--- src/rtl/start_initiator.sv ---
// Start/done handshake initiator: holds start for a programmable number of cycles,
// then waits a bounded time for the responder's done pulse.
module start_initiator #(
  parameter int N   = 3,
  parameter int TMO = 4
) (
  input  logic         clk,
  input  logic         reset,
  input  logic         go,
  input  logic [N-1:0] hold_len,
  input  logic         done,
  output logic         start,
  output logic         busy,
  output logic         ack,
  output logic         early,
  output logic         timeout,
  output logic [N:0]   cycles
);

  localparam int WW = (TMO > 1) ? $clog2(TMO) : 1;

  typedef enum logic [1:0] {IDLE, ASSERT, WAIT, FINISH} state_t;

  state_t        state_q, state_d;
  logic [N-1:0]  hold_val;
  logic [N:0]    hold_cnt;
  logic [WW-1:0] wait_cnt;
  logic          early_q;
  logic          timeout_q;
  logic          hold_last;
  logic          wait_last;

  // hold_cnt counts start-high cycles including the current one
  assign hold_last = (hold_cnt == {1'b0, hold_val});
  assign wait_last = (wait_cnt == WW'(TMO - 1));

  always_ff @(posedge clk or negedge reset) begin
    if (!reset) state_q <= IDLE;
    else        state_q <= state_d;
  end

  always_comb begin
    state_d = state_q;
    case (state_q)
      IDLE:   if (go) state_d = ASSERT;
      ASSERT: begin
        if (done)           state_d = FINISH;
        else if (hold_last) state_d = WAIT;
      end
      WAIT: begin
        if (done)           state_d = FINISH;
        else if (wait_last) state_d = IDLE;
      end
      FINISH: state_d = IDLE;
      default: state_d = IDLE;
    endcase
  end

  always_ff @(posedge clk or negedge reset) begin
    if (!reset) begin
      hold_val  <= '0;
      hold_cnt  <= '0;
      wait_cnt  <= '0;
      early_q   <= 1'b0;
      timeout_q <= 1'b0;
      cycles    <= '0;
    end else begin
      timeout_q <= 1'b0;
      case (state_q)
        IDLE: begin
          if (go) begin
            hold_val <= (hold_len == '0) ? N'(1) : hold_len;
            hold_cnt <= (N+1)'(1);
            early_q  <= 1'b0;
          end
        end
        ASSERT: begin
          if (state_d == ASSERT) begin
            hold_cnt <= hold_cnt + 1'b1;
          end else begin
            cycles   <= hold_cnt;
            wait_cnt <= '0;
          end
          if (done) early_q <= 1'b1;
        end
        WAIT: begin
          if (!done) begin
            if (wait_last) timeout_q <= 1'b1;
            else           wait_cnt  <= wait_cnt + 1'b1;
          end
        end
        default: ;
      endcase
    end
  end

  assign start   = (state_q == ASSERT);
  assign busy    = (state_q != IDLE);
  assign ack     = (state_q == FINISH);
  assign early   = (state_q == FINISH) && early_q;
  assign timeout = timeout_q;

endmodule

--- config.mk ---
export PLATFORM = sky130hd
export DESIGN_NAME = start_initiator
export DESIGN_NICKNAME = d
export VERILOG_FILES = /design/src/rtl/start_initiator.sv
export SDC_FILE = /design/constraint.sdc
export NUM_CORES = 1
export LEC_CHECK = 0
export ABC_CLOCK_PERIOD_IN_PS = 3630
export BUFFER_PORTS_ARGS = -buffer_cell sky130_fd_sc_hd__buf_2
export CAP_MARGIN = 40
export CORE_UTILIZATION = 55
export DETAILED_ROUTE_END_ITERATION = 10
export PLACE_DENSITY_LB_ADDON = 0.3
export SLEW_MARGIN = 30
export SYNTH_ARGS = -nofsm -noshare
export SYNTH_HDL_FRONTEND = slang
export SYNTH_SLANG_ARGS = --single-unit
--- constraint.sdc ---
create_clock -name clk -period 3.63 [get_ports clk]
set_input_delay 0.5445 -clock clk [delete_from_list [all_inputs] [get_ports clk]]
set_output_delay 0.5445 -clock clk [all_outputs]
set_load 0.01 [all_outputs]
==> results.ini <==
[setup_path]
crit_arrival_ns=1.44
critical_path_class=register to primary output
crit_path_start_kind=register
required_ns=3.09
worstSetupEndpointType=primary output
crit_fanout=7
rr_startpoint=hold_cnt[0]
timing.rr.end=hold_cnt[0]
ff2ff_path_depth=5
rrSetupSlack_ns=1.84

[grt]
grt_pass1_vias=477
grt_start_max_net_pins=18
grt_usage=0.211
grt_pass1_wl_mm=2.13
antenna_found_initial=0
overflow=0

[finish]
drive_gt1_frac=0.286
finalNetCount=101
stdcell_area_um2=953
final_cells=106
n_antenna_cell=0
syn2layout_area_growth_pct=13.2
final_cell_mix=dfrtp_1, buf_2, nor2_1
final_common_cell=dfrtp_1

[clock_network]
cts_resized=0
cts_setup_buffers=0
clock_latency_ns=0.29
hold_buffers=0
htree_levels=1
root_buffer=clkbuf_4
cts_tree=yes
clk_path_buf_depth=2
cts_num_sinks=17
cts_buffers=3
clkTransAtPathRegs_ns=0.10

[timing]
fin_crit_ns=1.99
fin_crit_sh=0.548
fin_worst_skew_ns=0.00613
finalMaxSlewViolations=0
maxSlewHeadroom=0.637
setup_tns_ns=0
setup_viol=0
fmax_ghz=0.503
final_hold_viol_count=0
rsz0062_at_grt=false
worst_pin_slew_ns=0.543

[pwr]
finalPower_uw=804
p_leak_nw=0.461
ir_worst_vdd_uv=440
power_density_mw_per_mm2=844

[detailed_routing]
final_antenna_net_count=0
drc=0
drt_iter0_markers=9
vias_per_cell=5.42
totalWireLength_mm=1.37
firstDrtPassIters=2
num_vias=574
wl_per_cell_um=12.9

[place]
placed_area_um2=927
dpl.cell_count=102
gp_congestion=0.755
place_hpwl_um=973
port_buffers=15

[die]
initial_core_util=0.616
top_level_ports=16
rows=13
die_h_um=41.1
die_w_um=41.1
coreArea_mm2=0.00137
die_area_mm2=0.00169

[yosys]
netlist_area_um2=842
yosys.area_share.xor_xnor=0.0609
synth_cell_types=33
yosys.area_share.simple=0.215
syn_nets=83
synthCells=74
synth_fa_ha_area_frac=0.0297
yosysSeqAreaShare=0.505
synth-edff-count=0
synth-seq-cells=17
synth_top_flop_cell=dfrtp_1
yosysTopAreaCellShare=0.505
synth_area_leader_cell=dfrtp_1
yosysWarnings=0
synth_top_family_by_area=simple AND/OR/NAND/NOR gates
synth_area_leaders=dfrtp_1, mux2_1, nor2_1, ha_1, mux2_2
synth_compound_area_frac=0.0639
synth.avg_cell_area_um2=11.4
async_reset_ff_frac=1.00
synthMuxAreaShare=0.0966

[worst_hold_path]
min_path_type=input port to async pin

[status]
outcome=finished, final reports clean

[run]
max_cap_violations=0

cell type report:
cell class	count	area, µm²
clock buffers	4	26.3
fillers	106	413
inverters	4	15.0
multi-input cells	51	393
flip-flops and latches	17	425
well taps	15	18.8
repair buffers	15	75.1
synth_stat cells (2+ instances only):
cell and instances:
mux2_2 2, o21ai_1 4, nor2b_1 2, dfrtp_1 17, xor2_1 2, xnor2_1 2, ha_1 2, inv_1 4
nand3_1 3, nand2_1 4, nand2b_1 2, mux2_1 3, nor2_1 7
sequential cells by signal, summed over array words and instances, names as in the netlist:
| signal | flops |
|---|---|
| cycles | 4 |
| early_q | 1 |
| hold_cnt | 4 |
| hold_val | 3 |
| state_q | 2 |
| timeout | 1 |
| wait_cnt | 2 |
worst max-delay path by stage:
stage	from	end	slack, ns	cells past startpoint
5_1_grt	state_q[0]	start	1.51	2
3_5_place_dp	hold_cnt[2]	hold_cnt[0]	1.87	5
6_report	state_q[0]	start	1.64	2
4_1_cts	state_q[0]	start	1.65	2
2_1_floorplan	done	hold_cnt[0]	1.92	4
3_3_place_gp	hold_cnt[2]	hold_cnt[0]	1.90	5
layer usage:
metal  global-route usage  up-vias  part of all wire
met4                0.194        0             0.036
met3               0.0489        5             0.045
met2                0.270       14              0.42
met1                0.287      268              0.49
li1                     -      287                 -
met5                    0        -                 0
report_power, final:
part / switching, mW / internal, mW
logic: 0.186 / 0.180
clock network: 0.0578 / 0.0428
registers: 0.0715 / 0.267
total: 0.315 / 0.490
critical path: stages (launching register included):
cell and delay, ns:
dfrtp_1 0.43, nor2b_1 0.49, buf_2 0.23
cells by family after synthesis:
logic type	after synthesis
multiplexers	7
adder cells (fa/ha/maj)	2
buffers and inverters	6
flip-flops	17
XOR/XNOR	5
AND/OR/NAND/NOR	29
AO/OA/AOI/OAI	8
per-stage QoR:
step	hold WS, ns	utilization	setup WS, ns
after floorplan	0.249	-	1.92
after global placement	0.478	0.679	1.90
after detailed placement	0.482	0.679	1.87
after CTS	0.162	0.698	1.65
after global routing	0.182	0.698	1.51
final	0.146	0.698	1.64
Note: power is estimated with default switching activity, not from simulation.
